$ cat src/rtl/hazard_stall_ctrl.sv
// Pipeline hazard controller: derives PC/FD/DE controls from Tuse/Tnew and MDU busy state.
// Latency: hazard outputs are combinational (zero cycles); md_cnt and stall_cnt are registered.
// Backpressure: stall freezes PC and FD_REG and bubbles DE_REG; Req (flush) overrides stall.
module hazard_stall_ctrl #(
    parameter int MULT_CYC = 5,
    parameter int DIV_CYC  = 10,
    parameter int CNT_W    = 4
) (
    input  logic        clk,
    input  logic        reset,
    input  logic        Req,
    input  logic [4:0]  D_rs_addr,
    input  logic [4:0]  D_rt_addr,
    input  logic [1:0]  D_rs_tuse,
    input  logic [1:0]  D_rt_tuse,
    input  logic        D_is_md,
    input  logic [4:0]  E_wa,
    input  logic [1:0]  E_tnew,
    input  logic [4:0]  M_wa,
    input  logic [1:0]  M_tnew,
    input  logic        E_md_start,
    input  logic        E_md_div,
    output logic        stall,
    output logic        PC_en,
    output logic        FD_en,
    output logic        DE_clear,
    output logic        md_busy,
    output logic [31:0] stall_cnt
);

    localparam logic [CNT_W-1:0] MULT_LOAD = CNT_W'(MULT_CYC);
    localparam logic [CNT_W-1:0] DIV_LOAD  = CNT_W'(DIV_CYC);

    logic [CNT_W-1:0] md_cnt;
    logic             hz_rs;
    logic             hz_rt;
    logic             hz_md;

    // tuse=3 never stalls since no 2-bit tnew can exceed it
    assign hz_rs = (D_rs_addr != 5'd0) &&
                   (((E_wa == D_rs_addr) && (E_tnew > D_rs_tuse)) ||
                    ((M_wa == D_rs_addr) && (M_tnew > D_rs_tuse)));
    assign hz_rt = (D_rt_addr != 5'd0) &&
                   (((E_wa == D_rt_addr) && (E_tnew > D_rt_tuse)) ||
                    ((M_wa == D_rt_addr) && (M_tnew > D_rt_tuse)));

    assign md_busy = (md_cnt != '0);
    assign hz_md   = D_is_md && (md_busy || E_md_start);

    // Flush wins: the pipeline registers clear themselves on Req, so no stall then
    assign stall    = ~reset & ~Req & (hz_rs | hz_rt | hz_md);
    assign PC_en    = ~stall;
    assign FD_en    = ~stall;
    assign DE_clear = stall;

    always_ff @(posedge clk) begin
        if (reset) begin
            md_cnt    <= '0;
            stall_cnt <= '0;
        end else begin
            // A start being flushed by Req is dropped; a running op keeps counting
            if (E_md_start && !Req) begin
                md_cnt <= E_md_div ? DIV_LOAD : MULT_LOAD;
            end else if (md_cnt != '0) begin
                md_cnt <= md_cnt - 1'b1;
            end
            if (stall && (stall_cnt != 32'hFFFF_FFFF)) begin
                stall_cnt <= stall_cnt + 32'd1;
            end
        end
    end

endmodule

$ cat config.mk
export PLATFORM = sky130hd
export DESIGN_NAME = hazard_stall_ctrl
export DESIGN_NICKNAME = d
export VERILOG_FILES = /design/src/rtl/hazard_stall_ctrl.sv
export SDC_FILE = /design/constraint.sdc
export NUM_CORES = 1
export LEC_CHECK = 0
export CORE_MARGIN = 5
export CORE_UTILIZATION = 40
export CTS_BUF_LIST = sky130_fd_sc_hd__clkbuf_4 sky130_fd_sc_hd__clkbuf_8
export CTS_CLUSTER_SIZE = 24
export DETAILED_ROUTE_END_ITERATION = 16
export PLACE_DENSITY = 0.79
export SLEW_MARGIN = 0
export SYNTH_ARGS = -nofsm -noshare
export SYNTH_HDL_FRONTEND = slang
export SYNTH_SLANG_ARGS = --single-unit
$ cat constraint.sdc
create_clock -name clk -period 8.2 [get_ports clk]
set_clock_uncertainty 0.2 [all_clocks]
set_input_delay 2.05 -clock clk [delete_from_list [all_inputs] [get_ports clk]]
set_output_delay 2.05 -clock clk [all_outputs]
set_load 0.1 [all_outputs]
==> results by group <==
Outcome
  – Status: finished clean

Clocking
  – Clock-pin slew on the worst setup and hold paths: 0.07 ns
  – Hold-fix buffers, CTS: 0
  – # Post-CTS Setup Buffers: 0
  – CTS tree: done
  – Clock buffer depth: 2
  – Clk_lat worst skew: 0.29 ns
  – Inserted Clock Buffers: 5
  – Root buf cell: clkbuf_8
  – Num Clock Sinks: 36
  – Post-CTS resize count: 0
  – # H-tree levels: 2

Floorplan
  – Die area: a little under 8000 sq um
  – Boundary pin count: 71
  – # rows: 28
  – Die Y-Extent: 88.8 um
  – Chip width: 88.8 um
  – Initial core utilization: 41.5%
  – Core area: 5990 sq um

Power and ir drop
  – Combinational power share: 37.1%
  – Leak Pwr: 1.08 nW
  – Seq pwr share: approximately two fifths
  – Max rail drop VDD: 0.163 mV
  – Overall power: between 0.5 and 0.6 mW
  – Switching fraction of total power: 37.7%
  – Power per cell area: between 150 and 200 nW/um^2
  – Internal: 0.312 mW
  – Clock Power Share: 24.4%
  – Psw: ~0.19 mW

Timing
  – RSZ-0062 raised after global routing: false
  – Slew HR: 34.1%
  – WHS: ~0.31 ns
  – Fmax: 0.145 GHz
  – Fin crit share: 84.2%
  – Worst-Margin Slew: 0.985 ns
  – Min cycle time layout: around 6.9 ns
  – Max-slew violations: 0
  – Final Hold Violating Endpoints: 0
  – Total negative slack: 0 ns
  – Final setup fails: 0

Route
  – Number of routed nets with antenna violations: 0
  – Vias per cell: 5.78
  – DRC viols: 0
  – Wire length per cell: 15.0 um
  – DR vias: 2446
  – Total Wirelength: 6.35 mm
  – DRT Pass-1 Iters: 4
  – Drt initial violations: approximately 120

Hold path
  – Hold Path End: stall_cnt[12]
  – HP Start: stall_cnt[12]
  – Hold path cells: 2
  – Min-Delay Path Class: register to register

Layout
  – # diodes: 0
  – Filler instances: 559
  – Final Core Density: 53.6%
  – Area grow syn2layout: 29.2%
  – FF/Latch Area: 721 sq um
  – Multi-input gate area: 1550 sq um
  – Fin nets: 393
  – Layout cells sized above 1: ~8.6%

Worst setup path
  – CP max stage cell: o31ai_4
  – Reg2reg start: stall_cnt[3]
  – CP Cell Sequence: clkdlybuf4s50_1 -> inv_1 -> ha_1 -> nor2b_1 -> o21ai_0 -> a2111oi_2 -> o22a_1 -> o31ai_4 -> buf_4
  – Critical Path Start: D_rt_tuse[1]
  – R2R Setup Slk: 4.99 ns
  – R2r endpoint: stall_cnt[17]
  – Crit path launch type: input pin
  – Crit end category: primary output
  – Critical Path RT: 5.95 ns
  – Critical path type: input pin to primary output
  – Slowest stage delay, CP: a little over 0.7 ns
  – R2R cell count: 6
  – Max FO, Critical Path: 18
  – Critical Path AT: 4.65 ns

Yosys
  – Synthesized area per cell: 8.63 sq um
  – Yosys top cell area share: 29.0%
  – Post-synthesis net count: 333
  – Library cells used by synthesis: 47
  – Post-synth EDFFs: 0
  – Post-synth top cells: 36 x dfxtp_1, 29 x a21oi_1, 16 x nand4_1
  – Synth Instances: 288
  – Yosys warns: 0
  – Synth area leaders: dfxtp_1 29%, a21oi_1 5.8%, ha_1 5.5%
  – Post-Syn Area: approximately 2500 sq um
  – Cell with the most instances after synthesis: dfxtp_1
  – Yosys top cell by area: dfxtp_1
  – Ys flop type: dfxtp_1
  – Async S/R FF share, synth: 0%
  – Flop and latch count out of synthesis: 36
  – Sequential fraction of the synthesis area: 29.0%

Place
  – Port Buffers: 70
  – Routability Congestion: 0.931
  – DP HPWL: approximately 4.8 mm

Global routing
  – Largest net degree at the start of global routing: between 40 and 50
  – Vias in the first global route: 2329
  – First-pass GRT wire length: 10.5 mm
  – Remaining global-route overflow: 0
  – GRT Util Overall: 16.8%
  – Antenna violations before repair: 0

Flow run
  – Max cap viols: 0
-- how the worst max path moves through the flow --
stage	endpoint	slack [ns]	cells after the start
2_1_floorplan	stall	1.81	11
3_3_place_gp	FD_en	1.36	9
3_5_place_dp	FD_en	1.29	9
4_1_cts	FD_en	1.28	9
5_1_grt	FD_en	1.18	9
6_report	FD_en	1.30	9
-- flip-flops by register name, summed over array words and instances, names as in the netlist --
| register | cells |
|---|---|
| stall_cnt | 32 |
| md_cnt | 4 |
-- worst max-delay path, delay by kind of cell --
kind	cells	cell delay, ns
buffers and inverters	3	0.94
AO/OA/AOI/OAI	4	1.19
AND/OR/NAND/NOR	1	0.13
adder cells (fa/ha/maj)	1	0.32
-- logic make-up (layout without fill, tap and decap cells) --
family / count (synthesis) / count (layout) / share of synthesized area, %
AO/OA/AOI/OAI: 68 / 68 / 17.5
XOR/XNOR: 23 / 23 / 8.11
adder cells (fa/ha/maj): 11 / 11 / 5.54
buffers and inverters: 33 / 93 / 8.56
flip-flops: 36 / 36 / 29.0
multiplexers: 5 / 5 / 3.02
AND/OR/NAND/NOR: 112 / 112 / 28.2
-- routing by layer --
layer	wire (um)	track usage (%)
met2	3170	30.0
met4	159	7.42
met1	2500	18.8
met5	0	0
met3	514	3.91
-- stage by stage --
stage / cells / worst slack (ns) / area [sq um]
after CTS: 423 / 1.28 / 3210
after floorplan: 288 / 1.81 / 2480
after detailed placement: 416 / 1.29 / 3130
after global routing: 423 / 1.18 / 3210
final: 423 / 1.30 / 3210
after global placement: 416 / 1.36 / 3130
-- final cells by class --
type | instances | area share (%)
inverter | 13 | 1.52
timing repair buffer | 73 | 22.2
tap | 75 | 2.92
multi-input combinational | 219 | 48.3
clock buffer | 6 | 2.38
clock inverter | 1 | 0.156
sequential | 36 | 22.5
-- power groups by stage --
| stage | registers, mW | clock network (mW) | logic [mW] |
|---|---|---|---|
| floorplan | 0.199 | 0 | 0.137 |
| global route | 0.194 | 0.132 | 0.202 |
| global placement | 0.196 | 0 | 0.183 |
| finish | 0.192 | 0.122 | 0.186 |
| CTS | 0.192 | 0.126 | 0.187 |
| detailed placement | 0.196 | 0 | 0.186 |
-- placed cells by master (no fill, tap or decap), types with 2 or more instances in the layout --
cell             synthesis  routed
clkdlybuf4s50_1          0      66
dfxtp_1                 36      36
a21oi_1                 29      29
nand4_1                 16      16
nor2_1                  14      14
xnor2_1                 14      14
or4_1                   13      13
nand3_1                 13      13
inv_1                   12      12
nand2_1                 12      12
o21ai_1                 12      12
o31ai_1                 11      11
or3_1                   11      11
ha_1                    11      11
xor2_1                   9       9
buf_4                    4       7
and4_1                   6       6
nor2b_1                  5       5
mux2_4                   5       5
clkbuf_8                 0       5
and3_1                   4       4
nor4_1                   3       3
o21a_1                   3       3
o311ai_1                 3       3
o41ai_1                  3       3
o22a_1                   2       2
and2_1                   2       2
nor3_1                   2       2
nor4b_2                  2       2
nor4_2                   2       2
(Power assumes the default switching activity.)
